### src/rtl/driver_sequencer.sv
// Column/plane sequencer for a multiplexed LED driver chain: streams bit planes,
// issues WRTGS/LATGS latch pulses, blanks between columns and walks the column select.
module driver_sequencer #(
    parameter int POKER_MODE      = 9,
    parameter int BLANKING_CYCLES = 72,
    parameter int LED_PER_DRIVER  = 16,
    parameter int MUX_COUNT       = 8
) (
    input  logic                         clk_33,
    input  logic                         nrst,
    input  logic                         enable,
    output logic                         driver_ready,
    output logic                         sclk_en,
    output logic                         lat,
    output logic                         blank,
    output logic [MUX_COUNT-1:0]         mux_out,
    output logic [$clog2(MUX_COUNT)-1:0] column,
    output logic                         frame_done
);

    localparam int WORDS = 3 * LED_PER_DRIVER;
    localparam int WW    = (WORDS > 1) ? $clog2(WORDS) : 1;
    localparam int PW    = (POKER_MODE > 1) ? $clog2(POKER_MODE) : 1;
    localparam int BW    = (BLANKING_CYCLES > 1) ? $clog2(BLANKING_CYCLES) : 1;
    localparam int CW    = $clog2(MUX_COUNT);

    localparam logic [WW-1:0] WORD_LAST  = WW'(WORDS - 1);
    localparam logic [WW-1:0] WORD_LATGS = WW'(WORDS - 3);
    localparam logic [PW-1:0] PLANE_LAST = PW'(POKER_MODE - 1);
    localparam logic [BW-1:0] BLANK_LAST = BW'(BLANKING_CYCLES - 1);
    localparam logic [CW-1:0] COL_LAST   = CW'(MUX_COUNT - 1);

    typedef enum logic [1:0] {
        ST_IDLE  = 2'd0,
        ST_SHIFT = 2'd1,
        ST_BLANK = 2'd2
    } state_t;

    state_t        r_state;
    state_t        w_next_state;
    logic [WW-1:0] r_word_cnt;
    logic [PW-1:0] r_plane_cnt;
    logic [BW-1:0] r_blank_cnt;
    logic [CW-1:0] r_column;
    logic          r_sclk_en;
    logic          r_lat;
    logic          r_frame_done;

    logic w_word_wrap;
    logic w_shift_end;
    logic w_blank_end;
    logic w_lat_src;

    assign w_word_wrap = (r_word_cnt == WORD_LAST);
    assign w_shift_end = (r_state == ST_SHIFT) && w_word_wrap && (r_plane_cnt == PLANE_LAST);
    assign w_blank_end = (r_state == ST_BLANK) && (r_blank_cnt == BLANK_LAST);

    // Non-final planes get a single WRTGS pulse; the final plane holds LATGS for three words.
    assign w_lat_src = (r_state == ST_SHIFT) &&
                       (((r_plane_cnt != PLANE_LAST) && w_word_wrap) ||
                        ((r_plane_cnt == PLANE_LAST) && (r_word_cnt >= WORD_LATGS)));

    // State register
    always_ff @(posedge clk_33 or negedge nrst) begin
        if (!nrst) begin
            r_state <= ST_IDLE;
        end else begin
            r_state <= w_next_state;
        end
    end

    // Next-state logic; enable is only sampled at column boundaries
    always_comb begin
        w_next_state = r_state;
        case (r_state)
            ST_IDLE: begin
                if (enable) begin
                    w_next_state = ST_SHIFT;
                end else begin
                    w_next_state = ST_IDLE;
                end
            end
            ST_SHIFT: begin
                if (w_shift_end) begin
                    w_next_state = ST_BLANK;
                end else begin
                    w_next_state = ST_SHIFT;
                end
            end
            ST_BLANK: begin
                if (w_blank_end) begin
                    w_next_state = enable ? ST_SHIFT : ST_IDLE;
                end else begin
                    w_next_state = ST_BLANK;
                end
            end
            default: w_next_state = ST_IDLE;
        endcase
    end

    // Moore outputs decoded from the state register
    always_comb begin
        driver_ready = 1'b0;
        blank        = 1'b0;
        mux_out      = '0;
        case (r_state)
            ST_SHIFT: begin
                driver_ready = 1'b1;
                mux_out      = MUX_COUNT'(1) << r_column;
            end
            ST_BLANK: begin
                blank = 1'b1;
            end
            default: begin
                driver_ready = 1'b0;
            end
        endcase
    end

    // Word/plane/blank counters; cleared outside their state so re-entry starts at zero
    always_ff @(posedge clk_33 or negedge nrst) begin
        if (!nrst) begin
            r_word_cnt  <= '0;
            r_plane_cnt <= '0;
            r_blank_cnt <= '0;
        end else begin
            if (r_state == ST_SHIFT) begin
                r_word_cnt <= w_word_wrap ? '0 : r_word_cnt + WW'(1);
                if (w_word_wrap) begin
                    r_plane_cnt <= (r_plane_cnt == PLANE_LAST) ? '0 : r_plane_cnt + PW'(1);
                end else begin
                    r_plane_cnt <= r_plane_cnt;
                end
            end else begin
                r_word_cnt  <= '0;
                r_plane_cnt <= '0;
            end
            if (r_state == ST_BLANK) begin
                r_blank_cnt <= w_blank_end ? '0 : r_blank_cnt + BW'(1);
            end else begin
                r_blank_cnt <= '0;
            end
        end
    end

    // Column index advances on the last blanking cycle and survives IDLE
    always_ff @(posedge clk_33 or negedge nrst) begin
        if (!nrst) begin
            r_column <= '0;
        end else if (w_blank_end) begin
            r_column <= (r_column == COL_LAST) ? '0 : r_column + CW'(1);
        end else begin
            r_column <= r_column;
        end
    end

    // One-cycle delay aligns shift clock and latch with the registered data word
    always_ff @(posedge clk_33 or negedge nrst) begin
        if (!nrst) begin
            r_sclk_en    <= 1'b0;
            r_lat        <= 1'b0;
            r_frame_done <= 1'b0;
        end else begin
            r_sclk_en    <= (r_state == ST_SHIFT);
            r_lat        <= w_lat_src;
            r_frame_done <= w_blank_end && (r_column == COL_LAST);
        end
    end

    assign sclk_en    = r_sclk_en;
    assign lat        = r_lat;
    assign frame_done = r_frame_done;
    assign column     = r_column;

endmodule

### config.mk
export PLATFORM = sky130hd
export DESIGN_NAME = driver_sequencer
export DESIGN_NICKNAME = d
export VERILOG_FILES = /design/src/rtl/driver_sequencer.sv
export SDC_FILE = /design/constraint.sdc
export NUM_CORES = 1
export LEC_CHECK = 0
export ABC_AREA = 0
export CELL_PAD_IN_SITES_DETAIL_PLACEMENT = 0
export CELL_PAD_IN_SITES_GLOBAL_PLACEMENT = 1
export CORE_ASPECT_RATIO = 1.5
export CORE_MARGIN = 2
export CORE_UTILIZATION = 37
export DETAILED_ROUTE_END_ITERATION = 6
export MAX_ROUTING_LAYER = met4
export PLACE_DENSITY_LB_ADDON = 0.1
export RECOVER_POWER = 50
export SKIP_LAST_GASP = 1
export SLEW_MARGIN = 0
export SYNTH_ARGS = -nofsm -noshare
export SYNTH_HDL_FRONTEND = slang
export SYNTH_SLANG_ARGS = --single-unit
### constraint.sdc
create_clock -name clk_33 -period 1.5 [get_ports clk_33]
set_clock_uncertainty 0.1 [all_clocks]
set_input_delay 0.3 -clock clk_33 [delete_from_list [all_inputs] [get_ports clk_33]]
set_output_delay 0.3 -clock clk_33 [all_outputs]
set_load 0.01 [all_outputs]
======== Word level (Yosys, flattened, before mapping) ========
Index checks and enable logic that the tools add are counted.
cells by class
  magnitude comparators ................... 1
  reductions and logical operators ........ 9
  eq/ne operators ......................... 8
  $add $sub $neg .......................... 4
  muxes and demuxes ....................... 15
  shifts and indexed selects .............. 1
operators with widths
  cell                 count
  $mux 7               2
  $mux 4               3
  $mux 6               2
  $mux 8               1
  $shl 1x3->8 const A  1
  $add 7x1->7 const B  1
  $eq 7x7->1 const B   1
  $logic_and 1x1->1    7
  $add 6x1->6 const B  1
  $eq 6x6->1 const B   1
  $ge 6x6->1 const B   1
  $pmux 2 s3           1
  $add 4x1->4 const B  1
  $eq 4x4->1 const B   1
  $mux 2               2
  $ne 4x4->1 const B   1
  $add 3x1->3 const B  1
  $eq 3x3->1 const B   1
  $mux 1               3
  $mux 3               1
  $eq 2x1->1 const B   1
  $eq 2x2->1 const B   1
  $logic_not 2->1      1
  $ne 2x2->1 const B   1
  $logic_or 1x1->1     1
storage, ports and cells
  logic and storage cells ................. 46
  register bits ........................... 25
  output and inout bits ................... 16
  input port bits ......................... 3

======== Longest topological paths before layout ========
  depth in word-level cells ............... 5
  mapped depth ............................ 6
  depth with buffers taken out ............ 6

======== Worst setup path after synthesis ========
OpenSTA, ideal clock, no wires.
  kind .................................... reg2reg
  start point ............................. register r_plane_cnt[0]
  end point ............................... register r_plane_cnt[0]
  buffers on the path ..................... 0
  clock period less this slack ............ 1.602 ns
  path slack .............................. -0.102 ns
  cell stages (with the launch flop) ...... 7
  required time ........................... 1.326 ns
  library setup time ...................... 0.074 ns
  arrival ................................. 1.428 ns
  path through ............................ dfrtp_1 inv_1 ha_1 and3b_1 or3_4 nand2b_4 a21oi_2
on the way
  longest elaborated chain between the ends .. 4
  elaborated cells between the ends (all ways) .. 5
  those cells by class .................... add/sub: 1; eq/ne: 1; mux: 3
RTL lines
  item                                       RTL line  RTL
  from (decl)                                42        logic [PW-1:0] r_plane_cnt;
  from (signal assigned)                     130       r_plane_cnt <= (r_plane_cnt == PLANE_LAST) ? '0 : r_plane_cnt + PW'(1);
  from (signal assigned)                     132       r_plane_cnt <= r_plane_cnt;
  $add 4x1->4 or $eq 4x4->1 (tied branches)  130
  $mux 4 *                                   130
  $mux 4 *                                   129       if (w_word_wrap) begin
  $mux 4 *                                   127       if (r_state == ST_SHIFT) begin
Every way passes the cells marked *; elsewhere a longest branch is shown, timed or not. The select of a mux whose other input is x is not followed.
A chain may end at the register's enable or synchronous reset.

======== Final worst setup path ========
  start point ............................. register r_column[0] (netlist: column[0])
  end point ............................... output mux_out[6]
on the way
  longest elaborated chain between the ends .. 2
RTL lines
  item                    RTL line  RTL
  from (decl)             44        logic [CW-1:0] r_column;
  from (signal assigned)  151       r_column <= (r_column == COL_LAST) ? '0 : r_column + CW'(1);
  from (signal assigned)  153       r_column <= r_column;
  $shl 1x3->8             109       mux_out = MUX_COUNT'(1) << r_column;
  $mux 8                  106       case (r_state)
  to (decl)               16        output logic [MUX_COUNT-1:0] mux_out,
No other way between the ends.

==> impl_metrics.csv <==
group,metric,value,unit
pwr,p_seq_share,43.2,%
finish,multiInputGateArea,837,um2
clock_network,numCtsBuffers,3,
synthesis,synth_top_area_cell,"dfrtp_1",
synthesis,synth.top_cell.area_share,46.2,%
pwr,combPwrFrac,37.8,%
job,cap_violations,0,
setup_path,startpoint_type,"flip-flop",
setup_path,r2r_slack,-0.02,ns
setup_path,critPathKind,"reg -> out",
clock_network,cts.clk_slew.worst_paths,0.08,ns
timing,period_share,114,%
finish,register_area,627,um2
global_route,grt_pass1_vias,1264,
placed_design,io_buffers,18,
timing,period_minus_slack,1.71,ns
clock_network,cts_buffer_depth,2,
routing,drt_iter0_markers,28,
synthesis,synth.ff_latch_count,25,
timing,worst_pin_slew,0.646,ns
timing,drv_slew,0,
synthesis,syn_inst,136,
placed_design,gp_congestion,0.747,
synthesis,async_reset_ff_share,100,%
routing,drc,0,
synthesis,synthDistinctLibCells,32,
floorplan,die_h,78.1,um
routing,vias_per_cell,4.88,
pwr,power_density,978,nW/um2
finish,nFillCells,332,
setup_path,path_common_cell,"buf_6",
floorplan,start_util,39.3,%
pwr,p_leak,1.01,nW
clock_network,cts_tree,"yes",
floorplan,core_region_area,3450,um2
timing,relSlewSlack,56.9,%
clock_network,ctsHtreeMaxLevel,1,
routing,ant_nets,0,
synthesis,ys_top_cells_by_count,"25 x dfrtp_1, 16 x nor2_1, 12 x ha_1",
pwr,total_power,2.06,mW
outcome,violations,"setup timing",
timing,postLayoutSetupSlackWorst,-0.206,ns
worst_hold_path,hold_path.class,"reg -> reg",
floorplan,ios,19,
setup_path,critPathMaxStageDelay,0.43,ns
timing,setup_tns,-1.51,ns
floorplan,row_count,26,
routing,first_pass_iters,4,
setup_path,cp_cell_sequence,"buf_6 -> inv_6 -> ha_4 -> and3_4 -> buf_6",
floorplan,fp.dieArea,4170,um2
global_route,grt_pass1_wl,5350,um
setup_path,crit_arrival,1.31,ns
synthesis,ys.flop_type,"dfrtp_1",
finish,finish.net_count,214,
synthesis,synth_edf_count,0,
global_route,grt_antenna_before_repair,0,
pwr,swShare,32.6,%
setup_path,crit_family,"flip-flops",
floorplan,die_w,53.4,um
synthesis,synth.most_common_cell,"dfrtp_1",
timing,hold_viol_final,0,
synthesis,yosys_warnings,0,
synthesis,yosysSeqAreaShare,46.2,%
synthesis,syn_nets,151,
timing,setup_viol,10,
finish,drive_gt1_share,46.0,%
global_route,grt_start_max_net_pins,26,
pwr,p_int,1.39,mW
synthesis,avgSynthCellArea,9.95,um2
pwr,switchingPower,0.674,mW
pwr,clockPowerShare,19.0,%
synthesis,synth_area_leaders,"dfrtp_1 46%, ha_1 11%, nor2_1 4.4%",
routing,drt_wl_total,3240,um
setup_path,crit_path_max_fanout,3,
timing,max_freq,586,MHz
finish,antenna_cells,0,
finish,areaGrowthSynthToFinish,55.8,%
clock_network,clk_latency,0.26,ns
outcome,status,"finished, violations left",
pwr,ir_worst_vdd,563,uV
clock_network,clock-sinks,25,
synthesis,syn_area,1350,um2
setup_path,critPathBufInv,3,
setup_path,required,1.10,ns
clock_network,root_buffer,"clkbuf_8",
routing,drt-wirelength-per-cell,13.5,um
routing,via_count,1172,
setup_path,crit_slowest_cell,"dfrtp_1",
placed_design,dp_hpwl,2380,um
global_route,track_usage,18.0,%
global_route,gr-total-overflow,0,
setup_path,endpoint_kind,"output pin",
timing,rsz0062_at_grt,"true",
[power by group through the flow]
stage / clock network (mW) / registers, mW / logic (mW)
final: 0.392 / 0.892 / 0.780
after global routing: 0.436 / 0.904 / 0.889
after CTS: 0.415 / 0.890 / 0.716
after detailed placement: 0 / 0.890 / 0.666
after global placement: 0 / 0.880 / 0.634
after floorplan: 0 / 0.894 / 0.355
[flip-flops by register name, summed over array words and instances, names as in the netlist]
signal	flops
sclk_en	1
r_plane_cnt	4
lat	1
frame_done	1
r_word_cnt	6
column	3
r_blank_cnt	7
r_state	2
[cell usage in the layout, fill, tap and decap left out, types with 2 or more instances in the layout]
master / count
a21oi_1: 7
and2_1: 2
and3_1: 4
and3_4: 3
buf_2: 5
buf_4: 33
buf_6: 14
clkbuf_2: 2
clkbuf_8: 3
dfrtp_1: 24
dlygate4sd2_1: 3
ha_1: 4
ha_4: 8
inv_1: 4
inv_2: 4
inv_4: 2
mux2i_1: 3
nand2_1: 9
nand2b_4: 3
nand3_1: 5
nor2_1: 15
nor3_1: 2
o21ai_0: 3
o21ai_1: 4
xnor2_1: 3
xor2_1: 4
[routing by layer]
metal	global-route usage (%)	wire (um)
met1	17.8	1190
met2	33.5	1930
met3	1.90	60
met4	7.95	55
met5	-	0
[worst register-to-register path: stages, from the launching register on]
cell and delay [ns]:
dfrtp_1 0.37, inv_2 0.06, ha_4 0.15, and3b_2 0.19, or3_4 0.33, nand2b_4 0.15, a21oi_2 0.11
[repair_timing]
action | 4_1_cts | 5_1_grt
setup buffers | 6 | 4
setup endpoints to repair | 21 | 24
gates resized for setup | 72 | 35
hold buffers | 0 | 0
gates cloned | 0 | 0
pin swaps | 4 | 11
[path summary, 6_finish.rpt]
check,cells past startpoint,startpoint,endpoint
setup / recovery,5,column[0]$_DFFE_PN0P_,mux_out[6]
hold / removal,1,r_blank_cnt[0]$_DFF_PN0_,r_blank_cnt[0]$_DFF_PN0_
setup reg to reg,6,r_plane_cnt[0]$_DFFE_PN0P_,r_plane_cnt[0]$_DFFE_PN0P_
hold reg to reg,1,r_blank_cnt[0]$_DFF_PN0_,r_blank_cnt[0]$_DFF_PN0_
max in group asynchronous,2,nrst,r_state[0]$_DFF_PN0_
min in group asynchronous,2,nrst,r_word_cnt[0]$_DFF_PN0_
[kinds of logic (layout without fill, tap and decap cells)]
kind of cell / Yosys count / in the layout / synth area share, %
compound gates: 20 / 20 / 8.97
mux: 3 / 3 / 2.22
buf+inv: 13 / 75 / 3.79
simple gates: 56 / 56 / 23.2
flops: 25 / 25 / 46.2
xor+xnor: 7 / 7 / 4.53
fa+ha+maj: 12 / 12 / 11.1
[stage by stage]
| step | std cells | instance area, um2 | util, % | setup slack (ns) | hold WS (ns) |
|---|---|---|---|---|---|
| floorplan | 136 | 1370 | - | -0.0455 | -0.0956 |
| global placement | 226 | 1830 | 53.1 | -0.307 | 0.357 |
| detailed placement | 226 | 1830 | 53.1 | -0.323 | 0.358 |
| CTS | 236 | 1940 | 56.2 | -0.213 | 0.295 |
| global route | 240 | 2110 | 61.2 | -0.246 | 0.403 |
| finish | 240 | 2110 | 61.2 | -0.206 | 0.376 |
[cell type report]
class	instances	share of cell area [%]
inverters	11	2.43
clock buffers	4	2.14
multi-input cells	98	39.7
repair buffers	60	23.5
flip-flops and latches	25	29.7
well taps	42	2.49
Note: power is estimated with default switching activity, not from simulation.
